File: src/rtl/memstage.sv
// memstage: MIPS memory-access stage with wait-state modelled data memory.
// Build option MEMSTAGE_WAITSTATE_EN: when defined, a wait-state FSM and
// counter stretch each memory access by WAIT cycles and raise stallM; when
// undefined, every access completes in its issue cycle and stallM is 0.
module memstage #(
    parameter int unsigned DEPTH = 64,
    parameter int unsigned WAIT  = 2
) (
    input  logic        clk,
    input  logic        resetn,
    input  logic [31:0] aluoutM,
    input  logic [31:0] writedataM,
    input  logic [4:0]  writeregM,
    input  logic        zeroM,
    input  logic        branchM,
    input  logic        regwriteM,
    input  logic        memtoregM,
    input  logic        memwriteM,
    output logic        pcsrcM,
    output logic        stallM,
    output logic [31:0] readdataW,
    output logic [31:0] aluoutW,
    output logic [4:0]  writeregW,
    output logic        regwriteW,
    output logic        memtoregW
);

    localparam int unsigned AW = $clog2(DEPTH);

    logic [31:0]   mem_q [DEPTH];
    logic [AW-1:0] addr_c;
    logic          access_c;
    logic          stall_c;
    logic          unused_addr;

    // Word address; low byte-offset bits and upper bits wrap away
    assign addr_c      = aluoutM[AW+1:2];
    assign unused_addr = ^{aluoutM[31:AW+2], aluoutM[1:0]};
    assign access_c    = memtoregM | memwriteM;

`ifdef MEMSTAGE_WAITSTATE_EN
    typedef enum logic {IDLE, BUSY} state_e;

    state_e     state_q;
    logic [3:0] cnt_q;

    // Wait-state FSM: load WAIT-1 on a new access, count down, return to IDLE
    always_ff @(posedge clk or negedge resetn) begin
        if (!resetn) begin
            state_q <= IDLE;
            cnt_q   <= 4'd0;
        end else begin
            case (state_q)
                IDLE: begin
                    if (access_c && (WAIT != 0)) begin
                        state_q <= BUSY;
                        cnt_q   <= 4'(WAIT - 1);
                    end
                end
                BUSY: begin
                    if (cnt_q != 4'd0) begin
                        cnt_q <= cnt_q - 4'd1;
                    end else begin
                        state_q <= IDLE;
                    end
                end
                default: begin
                    state_q <= IDLE;
                    cnt_q   <= 4'd0;
                end
            endcase
        end
    end

    // Stall while a fresh access needs wait states or the counter is running
    always_comb begin
        stall_c = 1'b0;
        case (state_q)
            IDLE:    stall_c = access_c && (WAIT != 0);
            BUSY:    stall_c = (cnt_q != 4'd0);
            default: stall_c = 1'b0;
        endcase
    end
`else
    logic unused_wait;

    assign stall_c     = 1'b0;
    assign unused_wait = |32'(WAIT);
`endif

    assign stallM = stall_c;
    assign pcsrcM = branchM & zeroM;

    // Data RAM: synchronous write only on the completing cycle of a store
    always_ff @(posedge clk) begin
        if (memwriteM && !stall_c) begin
            mem_q[addr_c] <= writedataM;
        end
    end

    // MEM/WB register: capture on completion, insert a bubble while stalled
    always_ff @(posedge clk or negedge resetn) begin
        if (!resetn) begin
            readdataW <= 32'd0;
            aluoutW   <= 32'd0;
            writeregW <= 5'd0;
            regwriteW <= 1'b0;
            memtoregW <= 1'b0;
        end else if (stall_c) begin
            regwriteW <= 1'b0;
            memtoregW <= 1'b0;
        end else begin
            readdataW <= mem_q[addr_c];
            aluoutW   <= aluoutM;
            writeregW <= writeregM;
            regwriteW <= regwriteM;
            memtoregW <= memtoregM;
        end
    end

endmodule

File: config.mk
export PLATFORM = sky130hd
export DESIGN_NAME = memstage
export DESIGN_NICKNAME = d
export VERILOG_FILES = /design/src/rtl/memstage.sv
export SDC_FILE = /design/constraint.sdc
export NUM_CORES = 2
export LEC_CHECK = 0
export ABC_CLOCK_PERIOD_IN_PS = 3900
export CAP_MARGIN = 40
export CORE_ASPECT_RATIO = 0.7
export CORE_MARGIN = 2
export CORE_UTILIZATION = 55
export DETAILED_ROUTE_END_ITERATION = 6
export PLACE_DENSITY = 0.72
export SLEW_MARGIN = 20
export SYNTH_ARGS = -nofsm -noshare
export SYNTH_HDL_FRONTEND = slang
export SYNTH_SLANG_ARGS = --single-unit
export TNS_END_PERCENT = 1
File: constraint.sdc
create_clock -name clk -period 3.9 [get_ports clk]
set_input_delay 0.585 -clock clk [delete_from_list [all_inputs] [get_ports clk]]
set_output_delay 0.585 -clock clk [all_outputs]
set_load 0.02 [all_outputs]
; ---- Yosys cells after proc, flatten, opt, wreduce, memory -nomap -nowiden
; Memory sizes are Yosys's and may differ from the RTL's. A register that Yosys moved wholly into a read port is not among the register bits.
; Cells that the tools add are included.
[classes]
reduce_logical = 1
n_bitwise = 1
mux = 2
[op_table]
columns = op, n
row1 = two-way mux 1 bit, 2
row2 = bitwise AND 1 bit, 1
row3 = zero test 1 bit, 1
[totals]
mem_bits_rw = 2048
n_memories = 1
reg_bits = 39
elab_cells = 9
inputBits = 76
out_inout_bits = 73
[memory_table]
columns = memory, depth, width, rd, rd_ports_with_merged_regs, wr, line_no
row1 = mem_q, 64, 32, 1, 1, 1, 30  ; logic [31:0] mem_q [DEPTH];

; ---- Depth between registers and ports, before layout
[logic_depth]
ltp_word = 2
ltp_mapped = 11
mapped_depth_nobuf = 6

; ---- Worst setup path before layout
; Ideal clock, no wire load.
[synth_path]
path_kind = input to register
from = input port aluoutM[3]
to = memory mem_q[12][0], enable pin
t_arrival_ns = 3.326
required_time_ns = 3.479
setup_slack_ns = 0.153
cell_stages = 8
setup_ns = 0.421
n_path_buf = 5
cell_sequence = buf_4 buf_6 nor2_2 buf_2 buf_2 buf_2 nand3_1 nor2_1
[synth_rtl]
columns = item, line_no
row1 = "start, declared", 11  ; input logic [31:0] aluoutM,
row2 = "end, declared", 30
; No word-level cell before the write port.

==> qor.yml <==
pwr:
  swShare: 0.218
  power_leakage_nw: 29.0
  seq_power_share: 0.553
  p_clk_frac: 0.385
  pwr-share-comb: 0.061
  p_sw_w: 0.00997
  power_density_nw_per_um2: 502
  p_int_w: 0.0358
  peakVddDrop_v: 0.000545
setup_path:
  r2r-end: "readdataW[31]"
  worstRegToRegCells: 5
  critPathKind: "in -> reg"
  worstPathMaxFanout: 15
  start_kind: "input port"
  ff2ff_setup_slack_ps: 1620
  r2r-start: "mem_q[17][31]"
  cp.arrival_ps: 3880
  cp-end-kind: "flop"
  worstPathRequired_ps: 4520
global_route:
  grt_use_met1: 0.454
  grt_usage: 0.300
  first_global_vias: 44567
  grt_max_degree: 77
  antenna_found_initial: 15
  met2_usage: 0.432
  grt-ovfl-total: 0
  use_met3: 0.0620
  grt.busiest_layer: "met1"
  grt_pass1_wl_um: 318000
final_layout:
  num-nets-final: 4765
  utilization: 0.638
  area_growth_pct: 15.1
  drive_gt1_frac: 0.179
  final.fill_count: 9495
clock_network:
  cts_inserted_buffers: 179
  clkLatencyLatePin_ps: 800
  clk_pin_slew_ps: 60
  clock_path_buffers: 3
  cts_max_level: 4
  cts_sinks: 2119
  cts_root_buf: "clkbuf_16"
  ctsResizeCount: 0
  cts_tree: "built"
worst_hold_path:
  hold_path_depth: 1
  hp-class: "in -> reg"
  hold_end: "mem_q[49][13]"
  min_from: "writedataM[13]"
timing:
  max_freq_ghz: 0.307
  timing.slew.headroom: 0.416
  final.setup.tns_ps: 0
  worst_pin_slew_ps: 876
  worst_clock_skew_ps: 16.4
  fin_crit_sh: 0.836
  slew_violations: 0
  hold_violations: 0
  final-setup-viol-count: 0
  timing.final.ws_setup_ps: 641
  min_period_ps: 3260
  rsz0062_at_grt: "false"
  whs_ps: 39.8
detailed_routing:
  first_iter_violations: 7861
  wirelength_um: 222000
  first_pass_iters: 6
  wl_per_cell_um: 33.0
  ant_nets: 0
  vias_per_cell: 6.91
  via_count: 46552
  remaining_drc_errors: 0
yosys:
  async_flop_share: 0.0335
  synth_top_area_frac: 0.776
  yosysTopAreaCell: "edfxtp_1"
  ys_seq_area_frac: 0.798
  synth_seq_cells: 2119
  yosysMostFrequentCell: "edfxtp_1"
  ys_types: 52
  synth_nets: 4424
  synth_top_cells_by_count: "2,048 x edfxtp_1, 399 x a221oi_1, 267 x nor2_1, 215 x a22oi_1, 154 x clkbuf_1"
  syn_area_per_cell_um2: 18.2
  ys.flop_type: "edfxtp_1"
  synth-edff-count: 2048
  synthTopCellsByArea: "edfxtp_1 78%, a221oi_1 4.4%, dfrtp_1 2.2%, mux4_2 2.1%, a22oi_1 2.0%"
  syn_area_um2: 79300
  netlist_instances: 4348
  yosysWarnings: 0
outcome:
  status: "finished clean"
placed_design:
  dp_hpwl_um: 140000
  place_ws_ps: 87.3
  port_buffers: 147
  place.gp.congestion: 0.926
floorplanning:
  start_util: 0.555
  die_h_um: 322
  fp.coreArea_um2: 143000
  row_count: 116
  die_area_um2: 147000
  ios: 149
  die_w_um: 458
job:
  drv_cap: 0
repair_timing:
| action | in CTS | in global routing |
|---|---|---|
| buffers inserted | 0 | 0 |
| hold endpoints to repair | 19 | 0 |
| hold buffers | 1 | 0 |
final cells by class:
type	instances	area, um^2	area share
diodes	6	15.0	0.000165
clock buffers	256	5010	0.0550
clock inverters	77	703	0.00771
inverters	3	16.3	0.000178
multi-input cells	1901	15100	0.165
flip-flops and latches	2119	63300	0.694
well taps	1888	2360	0.0259
repair buffers	485	4750	0.0521
layer usage:
layer | share of wire | vias to the layer above
li1 | - | 18865
met1 | 0.39 | 23578
met2 | 0.44 | 3625
met3 | 0.13 | 476
met4 | 0.038 | 8
met5 | 0.00021 | -
cells by family after synthesis:
| family | Yosys count | synth area share |
|---|---|---|
| AO/OA/AOI/OAI | 1116 | 0.105 |
| buffers and inverters | 328 | 0.0187 |
| flip-flops | 2119 | 0.798 |
| multiplexers | 293 | 0.0501 |
| other | 1 | 0.0000473 |
| AND/OR/NAND/NOR | 491 | 0.0276 |
worst max path at each step:
stage	from	to	slack, ps
floorplan	aluoutM[3]	mem_q[12][0]	150
global placement	aluoutM[7]	readdataW[16]	120
detailed placement	aluoutM[7]	readdataW[16]	90
CTS	aluoutM[7]	readdataW[16]	890
global route	aluoutM[7]	readdataW[16]	730
finish	aluoutM[7]	readdataW[16]	640
critical path, stage by stage:
cell and delay [ps]:
clkdlybuf4s50_1 1000, buf_4 280, nor3b_2 90, nand2_1 550
o22ai_1 250, nor4_1 710, and4_1 290, nand3_1 100
placed cells by master (no fill, tap or decap), types with 111 or more instances in the layout:
cell	synthesis	final
a21oi_1	120	120
a221oi_1	399	399
nor2_1	267	201
clkbuf_16	0	184
mux2i_1	122	122
buf_4	17	266
a22oi_1	215	215
o22ai_1	130	130
clkdlybuf4s50_1	0	111
edfxtp_1	2048	2048
power groups by stage:
stage | Clock (W) | Combinational, W | Sequential, W
floorplan | 0 | 0.00117 | 0.0258
global placement | 0 | 0.00262 | 0.0258
detailed placement | 0 | 0.00273 | 0.0258
CTS | 0.0177 | 0.00275 | 0.0253
global route | 0.0186 | 0.00292 | 0.0253
finish | 0.0176 | 0.00281 | 0.0253
state kept, by name, summed over array words and instances, names as in the netlist:
signal,count
regwriteW,1
writeregW,5
readdataW,32
mem_q,2048
memtoregW,1
aluoutW,32
stage by stage:
stage	cells	total power, W	instance area [um^2]
finish	6735	0.0458	91200
global placement	6367	0.0284	85000
floorplan	4348	0.0270	79300
global route	6729	0.0469	91200
detailed placement	6388	0.0285	85400
CTS	6722	0.0458	91100
Power figures use the tool's default switching activity.
